## src/rtl/cpu_nic_pkg.sv

```systemverilog
// Shared constants for the CPU network interface: widths and the processor-side register map.
package cpu_nic_pkg;

  localparam int unsigned NIC_DATA_WIDTH = 64;
  localparam int unsigned NIC_ADDR_WIDTH = 2;

  localparam logic [NIC_ADDR_WIDTH-1:0] NIC_IN_BUF   = 2'b00;
  localparam logic [NIC_ADDR_WIDTH-1:0] NIC_IN_STAT  = 2'b01;
  localparam logic [NIC_ADDR_WIDTH-1:0] NIC_OUT_BUF  = 2'b10;
  localparam logic [NIC_ADDR_WIDTH-1:0] NIC_OUT_STAT = 2'b11;

endpackage

```

## src/rtl/cpu_nic_if.sv

```systemverilog
// Pipeline NIC port plus one router port, bundled; slave is the NIC side.
interface cpu_nic_if
  import cpu_nic_pkg::*;
#(
  parameter int unsigned DATA_WIDTH = NIC_DATA_WIDTH,
  parameter int unsigned ADDR_WIDTH = NIC_ADDR_WIDTH
);

  logic                  nicEn;
  logic                  nicEnWr;
  logic [ADDR_WIDTH-1:0] adder_nic;
  logic [DATA_WIDTH-1:0] nic_dataIn;
  logic [DATA_WIDTH-1:0] nic_dataOut;

  logic                  net_so;
  logic                  net_ro;
  logic [DATA_WIDTH-1:0] net_do;
  logic                  net_si;
  logic                  net_ri;
  logic [DATA_WIDTH-1:0] net_di;

  modport slave (
    input  nicEn, nicEnWr, adder_nic, nic_dataIn, net_ro, net_si, net_di,
    output nic_dataOut, net_so, net_do, net_ri
  );

  modport master (
    output nicEn, nicEnWr, adder_nic, nic_dataIn, net_ro, net_si, net_di,
    input  nic_dataOut, net_so, net_do, net_ri
  );

endinterface

```

## src/rtl/nic_channel_buf.sv

```systemverilog
// One-entry channel buffer with a full flag; loads only when empty, unload only clears the flag.
module nic_channel_buf #(
  parameter int unsigned W = 64
) (
  input  logic         clk,
  input  logic         rst_n,
  input  logic         load,
  input  logic [W-1:0] load_data,
  input  logic         unload,
  output logic         full,
  output logic [W-1:0] data
);

  logic         full_q, full_d;
  logic [W-1:0] data_q, data_d;

  // A full buffer ignores load even when it drains on the same edge.
  always_comb begin
    full_d = full_q;
    data_d = data_q;
    if (full_q) begin
      full_d = ~unload;
    end else if (load) begin
      full_d = 1'b1;
      data_d = load_data;
    end
  end

  always_ff @(posedge clk or negedge rst_n) begin
    if (!rst_n) begin
      full_q <= 1'b0;
      data_q <= '0;
    end else begin
      full_q <= full_d;
      data_q <= data_d;
    end
  end

  assign full = full_q;
  assign data = data_q;

endmodule

```

## src/rtl/cpu_nic.sv

```systemverilog
// Network interface between the pipeline NIC port and a router port: one buffer per direction,
// memory-mapped status flags, one-cycle registered read data.
module cpu_nic
  import cpu_nic_pkg::*;
#(
  parameter int unsigned DATA_WIDTH = NIC_DATA_WIDTH,
  parameter int unsigned ADDR_WIDTH = NIC_ADDR_WIDTH
) (
  input  logic     clk,
  input  logic     rst,
  cpu_nic_if.slave bus
);

  logic                  rd_en;
  logic                  in_unload;
  logic                  out_load;
  logic                  in_full;
  logic                  out_full;
  logic [DATA_WIDTH-1:0] in_data;
  logic [DATA_WIDTH-1:0] out_data;
  logic [DATA_WIDTH-1:0] dout_q, dout_d;

  assign rd_en     = bus.nicEn & ~bus.nicEnWr;
  assign in_unload = rd_en & (bus.adder_nic == ADDR_WIDTH'(NIC_IN_BUF));
  assign out_load  = bus.nicEn & bus.nicEnWr & (bus.adder_nic == ADDR_WIDTH'(NIC_OUT_BUF));

  // Router to processor: router capture loads, processor read of the buffer unloads.
  nic_channel_buf #(.W(DATA_WIDTH)) u_in_buf (
    .clk       (clk),
    .rst_n     (rst),
    .load      (bus.net_si),
    .load_data (bus.net_di),
    .unload    (in_unload),
    .full      (in_full),
    .data      (in_data)
  );

  // Processor to router: processor write loads, router handshake unloads.
  nic_channel_buf #(.W(DATA_WIDTH)) u_out_buf (
    .clk       (clk),
    .rst_n     (rst),
    .load      (out_load),
    .load_data (bus.nic_dataIn),
    .unload    (bus.net_ro),
    .full      (out_full),
    .data      (out_data)
  );

  // Read mux; the last read value holds until the next read.
  always_comb begin
    dout_d = dout_q;
    if (rd_en) begin
      case (bus.adder_nic)
        ADDR_WIDTH'(NIC_IN_BUF):   dout_d = in_data;
        ADDR_WIDTH'(NIC_IN_STAT):  dout_d = DATA_WIDTH'(in_full);
        ADDR_WIDTH'(NIC_OUT_STAT): dout_d = DATA_WIDTH'(out_full);
        default:                   dout_d = '0;
      endcase
    end
  end

  always_ff @(posedge clk or negedge rst) begin
    if (!rst) begin
      dout_q <= '0;
    end else begin
      dout_q <= dout_d;
    end
  end

  assign bus.nic_dataOut = dout_q;
  assign bus.net_so      = out_full;
  assign bus.net_do      = out_data;
  assign bus.net_ri      = ~in_full;

endmodule

```

## src/flat_wrapper.sv

```systemverilog
// flat-port wrapper written by rule: the top's interface ports become plain ports
module cpu_nic_flat import cpu_nic_pkg::*;
#(
  parameter int unsigned DATA_WIDTH = NIC_DATA_WIDTH,
  parameter int unsigned ADDR_WIDTH = NIC_ADDR_WIDTH
)
  (clk, rst, bus_nicEn, bus_nicEnWr, bus_adder_nic, bus_nic_dataIn, bus_net_ro, bus_net_si, bus_net_di, bus_nic_dataOut, bus_net_so, bus_net_do, bus_net_ri);
  cpu_nic_if #(.DATA_WIDTH(DATA_WIDTH), .ADDR_WIDTH(ADDR_WIDTH)) bus_i ();
  input  logic clk;
  input  logic rst;
  input wire logic [$bits(bus_i.nicEn)-1:0] bus_nicEn;
  input wire logic [$bits(bus_i.nicEnWr)-1:0] bus_nicEnWr;
  input wire logic [$bits(bus_i.adder_nic)-1:0] bus_adder_nic;
  input wire logic [$bits(bus_i.nic_dataIn)-1:0] bus_nic_dataIn;
  input wire logic [$bits(bus_i.net_ro)-1:0] bus_net_ro;
  input wire logic [$bits(bus_i.net_si)-1:0] bus_net_si;
  input wire logic [$bits(bus_i.net_di)-1:0] bus_net_di;
  output wire logic [$bits(bus_i.nic_dataOut)-1:0] bus_nic_dataOut;
  output wire logic [$bits(bus_i.net_so)-1:0] bus_net_so;
  output wire logic [$bits(bus_i.net_do)-1:0] bus_net_do;
  output wire logic [$bits(bus_i.net_ri)-1:0] bus_net_ri;
  assign bus_i.nicEn = bus_nicEn;
  assign bus_i.nicEnWr = bus_nicEnWr;
  assign bus_i.adder_nic = bus_adder_nic;
  assign bus_i.nic_dataIn = bus_nic_dataIn;
  assign bus_i.net_ro = bus_net_ro;
  assign bus_i.net_si = bus_net_si;
  assign bus_i.net_di = bus_net_di;
  assign bus_nic_dataOut = bus_i.nic_dataOut;
  assign bus_net_so = bus_i.net_so;
  assign bus_net_do = bus_i.net_do;
  assign bus_net_ri = bus_i.net_ri;
  cpu_nic #(.DATA_WIDTH(DATA_WIDTH), .ADDR_WIDTH(ADDR_WIDTH)) u_core (.clk(clk), .rst(rst), .bus(bus_i));
endmodule
```

## config.mk

```make
export PLATFORM = sky130hd
export DESIGN_NAME = cpu_nic_flat
export DESIGN_NICKNAME = d
export VERILOG_FILES = /design/src/rtl/cpu_nic_pkg.sv /design/src/rtl/cpu_nic_if.sv /design/src/rtl/nic_channel_buf.sv /design/src/rtl/cpu_nic.sv /design/src/flat_wrapper.sv
export SDC_FILE = /design/constraint.sdc
export NUM_CORES = 1
export LEC_CHECK = 0
export CORE_ASPECT_RATIO = 2
export CORE_MARGIN = 4
export CORE_UTILIZATION = 40
export CTS_BUF_LIST = sky130_fd_sc_hd__clkbuf_16
export DETAILED_ROUTE_END_ITERATION = 16
export PLACE_DENSITY = 0.83
export SYNTH_ARGS = -nofsm -noshare
export SYNTH_HDL_FRONTEND = slang
export SYNTH_SLANG_ARGS = --single-unit
```

## constraint.sdc

```tcl
create_clock -name clk -period 1.41 [get_ports clk]
set_input_delay 0.2115 -clock clk [delete_from_list [all_inputs] [get_ports clk]]
set_output_delay 0.2115 -clock clk [all_outputs]
set_load 0.1 [all_outputs]
```

==> flow_summary.rst <==
.. list-table::
   :header-rows: 1

   * - Metric
     - Value
   * - DP Cell Count
     - roughly 910
   * - Library cell used as clock root buffer
     - sky130_fd_sc_hd__clkbuf_16
   * - Failing checks
     - negative setup slack
   * - DRC
     - 0
   * - Start point of the critical path
     - u_core.u_out_buf.full
   * - Tot GR Track Use
     - between 20% and 30%
   * - Worst setup skew after layout
     - 12.01 ps
   * - Count of endpoints failing hold in the final timing report
     - 0
   * - Clock tree sinks
     - around 190
   * - Worst r2r path cells
     - 4
   * - TritonCTS clock tree
     - done
   * - Run status
     - finished with violations
   * - Crit Path Class
     - reg -> reg
   * - CP startpoint kind
     - register
   * - Placer Congestion
     - about 0.8
   * - Syn. warnings
     - 0
   * - HPWL Detailed
     - between 15 and 20 mm
   * - Mapped cell area
     - between 7000 and 8000 µm²
   * - Post-layout net count
     - approximately 850
   * - Maximum fanout count along the critical path
     - 24
   * - WL final
     - about 21 mm
   * - Setup ws final
     - -242.0 ps
   * - Pin slew with the least headroom to its limit
     - approximately 440 ps
   * - Detailed-router iteration count before antenna repair
     - 4
   * - Total number of vias
     - about 4900
   * - Peak supply drop
     - between 1 and 1.5 mV
   * - Synthesis-to-finish area growth
     - 67.00%
   * - Worst-path cell with the longest stage delay
     - sky130_fd_sc_hd__dfrtp_4
   * - CP Depth
     - 4
   * - Die width
     - between 100 and 150 µm
   * - Final setup violation count
     - 66
   * - Sum of overflow across all layers after global routing
     - 0
   * - Max-slew violation count
     - 0
   * - Worst slew margin relative to its limit
     - a little over two thirds
   * - Placement row count
     - 70
   * - Worst Path Arrival
     - roughly 2000 ps
   * - Number of antenna violations at the first check in global routing
     - 0
   * - Area contributors post-synth
     - sky130_fd_sc_hd__dfrtp_1 65%, sky130_fd_sc_hd__mux2_4 12%, sky130_fd_sc_hd__mux2_2 10%
   * - Startpoint of the most critical register-to-register path
     - u_core.u_out_buf.full
   * - Type of element capturing the critical path
     - register
   * - CTS HTree Levels
     - 4
   * - Post-route minimum period
     - around 1700 ps
   * - Largest net degree at the start of global routing
     - 50
   * - Clock edge transition at the registers on the reported setup and hold paths
     - about 70 ps
   * - Overall Power
     - ~26 mW
   * - Number of buffers on the longest clock path
     - 2
   * - Power per Cell Area
     - between 2000 and 2500 nW/µm²
   * - Destination of the worst register-to-register timing path
     - u_core.u_out_buf.data[55]
   * - Cell-by-cell trace of the critical path
     - nand4b_4, nor2_8, buf_12, mux2_4
   * - Wire length of the first global-routing pass
     - between 30 and 40 mm
   * - Die Outline Area
     - about 21000 µm²
   * - Core Box Area
     - about 18000 µm²
   * - Starting DRC count in detailed routing
     - between 100 and 150
   * - Summed area of non-filler cells in the final layout
     - ~12000 µm²
   * - Initial standard-cell utilization of the core
     - around two fifths
   * - Buffer and inverter count on the worst path
     - 1
   * - Final TNS setup
     - -12940 ps
   * - Maximum operating frequency
     - roughly 610 MHz
   * - Detail-routed via count per cell
     - a little over 5
   * - Final antenna diode count
     - 0
   * - Proportion of synthesized chip area in sequential cells
     - around 65%
   * - Most frequent cells in the layout
     - 193 x sky130_fd_sc_hd__dfrtp_1, 136 x sky130_fd_sc_hd__buf_12, 134 x sky130_fd_sc_hd__clkdlybuf4s50_1
   * - Final std cells w/o fill
     - 946
   * - Number of global-route vias before repair
     - around 5700
   * - I/O pin total
     - 266
   * - Leakage power
     - about 5.5 nW
   * - Count of buffers inserted at the top-level ports
     - roughly 270
   * - Pre-CTS setup slack
     - -461.4 ps
   * - Cell Area, Placed
     - around 12000 µm²
   * - Kind of cell with the highest combined delay on the critical path
     - flip-flops
   * - Worst reg2reg setup slack
     - -240 ps
   * - Biggest area consumer among synthesized cells
     - sky130_fd_sc_hd__dfrtp_1
   * - Largest incremental delay on the critical path
     - between 400 and 500 ps
   * - Unrepaired setup endpoints after global routing
     - yes
   * - Fraction of final layout cells sized beyond drive strength 1
     - 45.34%
   * - Cell count after synthesis
     - 425
   * - Total clock buffers created by CTS
     - 17
   * - Post-synth cell types
     - 18
   * - Endpoint required time on the critical path
     - around 1700 ps
   * - Post-route fraction of the period consumed by the critical path
     - 117.2%
   * - Max Cap Viol
     - 0
   * - Worst Hold Class
     - in -> async
   * - Worst-Skew Late Latency
     - approximately 420 ps
   * - Most frequent standard cell in the layout excluding fill and tap cells
     - sky130_fd_sc_hd__dfrtp_1
   * - Die extent in y
     - between 200 and 250 µm
   * - WL per Instance
     - between 20 and 25 µm
   * - Syn nets
     - ~560
   * - Per-instance average area after synthesis
     - between 15 and 20 µm²
   * - Post-synth top area share
     - between 60% and 70%
   * - Synth Register Bits
     - roughly 190
   * - Critical Path End
     - u_core.u_out_buf.data[55]
   * - Post-detailed-route count of antenna-violating nets
     - 0
==> power by group <==
| group | switching, mW | internal [mW] |
|---|---|---|
| Sequential | 1.45 | 7.28 |
| Combinational | 7.24 | 5.08 |
| Clock | 2.06 | 2.77 |
==> stage by stage <==
| step | utilization, % | hold slack (ps) |
|---|---|---|
| final | 67.66 | 291.6 |
| after floorplan | - | -84.09 |
| after CTS | 67.59 | 299.4 |
| after global placement | 64.22 | 190.2 |
| after detailed placement | 64.22 | 191.9 |
| after global routing | 67.66 | 320.6 |
==> layer usage <==
| metal | global-route usage, % | wire (µm) | up-vias |
|---|---|---|---|
| met5 | 0 | 0 | - |
| met4 | 8.987 | 755 | 0 |
| met3 | 5.311 | 1041 | 38 |
| met2 | 37.56 | 11790 | 200 |
| met1 | 20.38 | 7055 | 2489 |
| li1 | - | - | 2124 |
==> cell type report <==
cell class | instances | area (µm²)
fillers | 1152 | 5921
well taps | 216 | 270.3
clock inverters | 14 | 163.9
multi-input cells | 202 | 2350
flip-flops and latches | 194 | 4858
repair buffers | 300 | 4305
clock buffers | 17 | 425.4
inverters | 3 | 11.26
==> how the worst min path moves through the flow <==
stage          startpoint                          to  cells past startpoint
2_1_floorplan         rst   u_core.bus.nic_dataOut[0]                      0
3_3_place_gp          rst  u_core.bus.nic_dataOut[55]                      1
3_5_place_dp          rst    u_core.u_in_buf.data[59]                      1
4_1_cts               rst  u_core.bus.nic_dataOut[59]                      2
5_1_grt               rst  u_core.bus.nic_dataOut[59]                      2
6_report              rst  u_core.bus.nic_dataOut[59]                      2
==> synthesized netlist by cell type (all sizes together) <==
cell type / instances
dfrtp: 194
mux2: 129
a22o: 63
buf: 23
clkbuf: 3
inv: 3
nor2: 2
a21oi: 1
a221oi: 1
nand2b: 1
nand4b: 1
nor2b: 1
nor3: 1
o21bai: 1
o22ai: 1
==> timing repair <==
action	4_1_cts	5_1_grt
endpoints found under the hold margin	40	0
resized for setup	2	3
setup endpoints to repair	65	67
hold buffers	1	0
setup buffers	1	2
==> sequential cells by signal, summed over array words and instances (netlist names) <==
register,count
u_core.u_in_buf.data,64
u_core.bus.nic_dataOut,64
u_core.u_out_buf.full,1
u_core.u_in_buf.full,1
u_core.u_out_buf.data,64
==> worst reg2reg max path: cells and delay by family (launching register included) <==
family        cells  cell delay, ps
mux               1             340
simple gates      2             460
flops             1             470
buf+inv           1             260
==> cells by family after synthesis <==
| family | share of synthesized area, % |
|---|---|
| multiplexers | 22.63 |
| flip-flops | 65.46 |
| AO/OA/AOI/OAI | 7.812 |
| buffers and inverters | 3.071 |
| AND/OR/NAND/NOR | 1.029 |
No activity file was read; power rests on OpenSTA's default activity.
